--- src/rtl/demux4_dispatcher.sv ---
// Single-entry dispatcher: one valid/ready producer to four consumers, addressed or round-robin.
// Latency: a word accepted at edge N is offered from cycle N+1; back-to-back 1 word/cycle.
// Backpressure: in_ready follows out_ready[dest]; optional DISPATCH_TIMEOUT_EN drops stalled words.
module demux4_dispatcher #(
  parameter int DATA_W  = 8,
  parameter int TIMEOUT = 15
) (
  input  logic              clk,
  input  logic              rst,
  input  logic              in_valid,
  output logic              in_ready,
  input  logic [DATA_W-1:0] in_data,
  input  logic [1:0]        in_dest,
  input  logic              rr_mode,
  output logic [3:0]        out_valid,
  input  logic [3:0]        out_ready,
  output logic [DATA_W-1:0] out_data,
  output logic              busy,
  output logic              drop
);

  typedef enum logic {IDLE, HOLD} state_t;

  localparam logic [7:0] TO_W = 8'(TIMEOUT);

  state_t            state_q, state_d;
  logic [DATA_W-1:0] data_q;
  logic [1:0]        dest_q;
  logic [1:0]        rr_ptr_q;
  logic              sel_ready;
  logic              accept;
  logic              handoff;
  logic              expire;

  assign sel_ready = out_ready[dest_q];
  assign in_ready  = (state_q == IDLE) | ((state_q == HOLD) & sel_ready);
  assign accept    = in_valid & in_ready;
  assign handoff   = (state_q == HOLD) & sel_ready;

`ifdef DISPATCH_TIMEOUT_EN
  logic [7:0] wait_cnt_q;
  logic       drop_q;

  // Fires on the stall edge that would bring the counter up to TIMEOUT.
  assign expire = (state_q == HOLD) & ~sel_ready & (wait_cnt_q == TO_W - 8'd1);
  assign drop   = drop_q;

  always_ff @(posedge clk) begin
    if (rst) begin
      wait_cnt_q <= 8'd0;
      drop_q     <= 1'b0;
    end else begin
      drop_q <= expire & ~accept;
      if (accept)
        wait_cnt_q <= 8'd0;
      else if ((state_q == HOLD) & ~sel_ready)
        wait_cnt_q <= wait_cnt_q + 8'd1;
    end
  end
`else
  logic [7:0] unused_timeout;
  assign unused_timeout = TO_W;
  assign expire         = 1'b0;
  assign drop           = 1'b0;
`endif

  always_comb begin
    state_d = state_q;
    if (accept)
      state_d = HOLD;
    else if (handoff | expire)
      state_d = IDLE;
  end

  always_ff @(posedge clk) begin
    if (rst) begin
      state_q  <= IDLE;
      data_q   <= '0;
      dest_q   <= 2'd0;
      rr_ptr_q <= 2'd0;
    end else begin
      state_q <= state_d;
      if (accept) begin
        data_q <= in_data;
        if (rr_mode) begin
          dest_q   <= rr_ptr_q;
          rr_ptr_q <= rr_ptr_q + 2'd1;
        end else begin
          dest_q <= in_dest;
        end
      end
    end
  end

  assign out_valid = (state_q == HOLD) ? (4'b0001 << dest_q) : 4'b0000;
  assign out_data  = data_q;
  assign busy      = (state_q == HOLD);

endmodule

--- config.mk ---
export PLATFORM = sky130hd
export DESIGN_NAME = demux4_dispatcher
export DESIGN_NICKNAME = d
export VERILOG_FILES = /design/src/rtl/demux4_dispatcher.sv
export SDC_FILE = /design/constraint.sdc
export NUM_CORES = 1
export LEC_CHECK = 0
export ABC_AREA = 0
export ABC_CLOCK_PERIOD_IN_PS = 4200
export CAP_MARGIN = 0
export CORE_AREA = 5 5 55 45
export CTS_CLUSTER_SIZE = 14
export DETAILED_ROUTE_END_ITERATION = 10
export DIE_AREA = 0 0 60 50
export PLACE_DENSITY = 0.76
export RECOVER_POWER = 50
export SLEW_MARGIN = 10
export SYNTH_ARGS = -nofsm -noshare
export SYNTH_HDL_FRONTEND = slang
export SYNTH_SLANG_ARGS = --single-unit
--- constraint.sdc ---
create_clock -name clk -period 4.2 [get_ports clk]
set_input_delay 0.63 -clock clk [delete_from_list [all_inputs] [get_ports clk]]
set_output_delay 0.63 -clock clk [all_outputs]
set_load 0.005 [all_outputs]
==> summary.md <==
| Metric | Value |
|---|---|
| 1st-pass router iterations | `2` |
| Seq cells post-synth | `13` |
| CTS tree | `done` |
| Arr. time, crit path | `2.16 ns` |
| Root Buffer | `clkbuf_4` |
| Vias in the first global route | `556` |
| Resize count post-CTS | `0` |
| Row Count | `14` |
| Final Total Pwr | `0.2779 mW` |
| Htree depth | `1` |
| Synthesized area per cell | `9.604 um^2` |
| CP startpoint kind | `primary input` |
| DIE HEIGHT | `50 um` |
| Leakage power | `0.4396 nW` |
| DRC violation count after routing | `0` |
| Violated checks | `max-slew violations` |
| Clock buffer count from CTS | `3` |
| Period utilization | `66.38%` |
| WS Path Type | `primary input to output port` |
| # Max-Cap Violations | `0` |
| Synth Net Count | `92` |
| Area Overhead vs Synth | `45.95%` |
| RSZ-0062 raised after global routing | `false` |
| Status | `complete, but fails checks` |
| Peak supply drop | `0.0001607 V` |
| Pins Over Slew Limit | `8` |
| Reg2reg start | `dest_q[1]` |
| Power per cell area | `268.0 mW/mm^2` |
| Ports | `33` |
| Hold WC Path Type | `flip-flop to flip-flop` |
| Hold path cells | `2` |
| Antenna Cells | `0` |
| Die Span X | `60 um` |
| Hold_buf cts | `0` |
| Req. time, crit path | `3.57 ns` |
| Max Fclk | `0.3587 GHz` |
| Antenna-violating nets left | `0` |
| Vias/cell | `4.688` |
| Hold Crit Start | `out_data[7]` |
| Post-CTS Setup Bufs | `0` |
| Starting DRC count in detailed routing | `11` |
| Mapped Area | `710.7 um^2` |
| Final hold violations | `0` |
| Per-cell routed wire length | `12.00 um` |
| First-pass GRT wire length | `2415 um` |
| Hold WS | `0.4745 ns` |
| Nets | `123` |
| Initial antenna violation count | `0` |
| Largest net degree at the start of global routing | `26` |
| Crit-path max FO | `5` |
| Tmin final | `2.788 ns` |
| DIE AREA | `0.003000 mm^2` |
| Slew @ Worst Pin | `1.566 ns` |
| Synth cell types | `20` |
| Crit end category | `output port` |
| Most common cell after layout, fill and taps aside | `clkdlybuf4s50_1` |
| Placer Congestion | `0.7197` |
| Worst-Skew Late Latency | `0.27 ns` |
| Via Count | `600` |
| Hold path endpoint | `out_data[7]` |
| Setup violations, final | `0` |
| Synth Instances | `74` |
| Rel. slew slack | `-4.429%` |
| CTS clk-pin slew, worst paths | `0.08 ns` |
| Initial Util | `37.57%` |
| Final Routed Wirelength | `1536 um` |
| Yosys warns | `0` |
| Internal reg-to-reg setup slack | `1.87 ns` |
| Clk_skew | `0.003816 ns` |
| Detailed placement HPWL | `1197 um` |
| Clock Path Buffers | `2` |
| Sequential-to-total area share from yosys stat | `36.62%` |
| Core footprint | `0.001892 mm^2` |
| GR Util All Layers | `10.86%` |
| CTS sink count | `13` |
| Layout cells sized above 1 | `6.731%` |
| Port bufs | `31` |
| RR Endpoint | `out_data[2]` |
| Reg2Reg Depth | `3` |
| Most frequent cells in the layout | `21 x clkdlybuf4s50_1, 16 x nand2b_1, 13 x dfxtp_1` |
| Total grt overflow | `0` |
| Fillers | `187` |
| Setup_tns | `0 ns` |
cells by family after synthesis:
family	synth area share (%)
AND/OR/NAND/NOR	26.58
multiplexers	23.24
flip-flops	36.62
AO/OA/AOI/OAI	9.332
buffers and inverters	3.696
other	0.5277
state kept, by name (all words and copies together) (netlist names):
name,cells
out_data,8
rr_ptr_q,2
busy,1
dest_q,2
worst max-delay path, stage by stage:
cell and delay [ns]:
dlygate4sd3_1 0.54, mux2i_1 0.35, a22oi_1 0.15, clkdlybuf4s50_1 0.48
cell usage after synthesis, drive strengths merged:
cell type / count / area share [%]
and2: 2 / 1.8
nand2: 1 / 0.53
nor2b: 5 / 4.4
nor2: 4 / 2.1
mux2i: 12 / 17
mux2: 4 / 6.3
and2b: 2 / 2.1
inv: 1 / 0.53
and3: 1 / 0.88
buf: 1 / 1.1
a22oi: 1 / 1.1
a221o: 1 / 1.4
clkbuf: 4 / 2.1
conb: 1 / 0.53
a221oi: 3 / 6.2
a21oi: 1 / 0.70
dfxtp: 13 / 37
nand3: 1 / 0.70
nand2b: 16 / 14
worst max-delay path by stage:
stage                       startpoint        to  slack [ns]  depth (start not counted)
after floorplan           out_ready[3]  in_ready        2.39                          2
after global placement    out_ready[3]  in_ready        1.48                          4
after detailed placement  out_ready[3]  in_ready        1.44                          4
after CTS                 out_ready[3]  in_ready        1.43                          4
after global routing      out_ready[2]  in_ready        1.31                          4
final                     out_ready[2]  in_ready        1.41                          4
area by class of cell:
| cell class | instances | area [um^2] | share of cell area, % |
|---|---|---|---|
| inverter | 1 | 3.754 | 0.3619 |
| clock buffer | 4 | 26.28 | 2.533 |
| timing repair buffer | 31 | 310.3 | 29.92 |
| sequential | 13 | 260.3 | 25.09 |
| multi-input combinational | 55 | 406.6 | 39.20 |
| tap | 24 | 30.03 | 2.895 |
per-layer routing:
metal	routed length (um)	GRT usage [%]	vias up	part of all wire, %
li1	-	-	308	-
met1	694	12.67	260	45
met2	605	15.47	28	39
met3	204	4.700	4	13
met4	31	7.749	0	2.0
met5	0	0	-	0
stage by stage:
stage          setup WS (ns)  utilization, %  std cells  instance area (um^2)
4_1_cts                1.432           55.75        128                  1055
3_3_place_gp           1.480           54.37        124                  1028
5_1_grt                1.305           54.83        128                  1037
3_5_place_dp           1.439           54.37        124                  1028
2_1_floorplan          2.385               -         74                 710.7
6_report               1.412           54.83        128                  1037
where the power goes:
group	total (mW)	switching, mW	internal [mW]
combinational	0.0636	0.0228	0.0408
clock	0.0772	0.0404	0.0368
sequential	0.137	0.00545	0.132
Power figures use the tool's default switching activity.
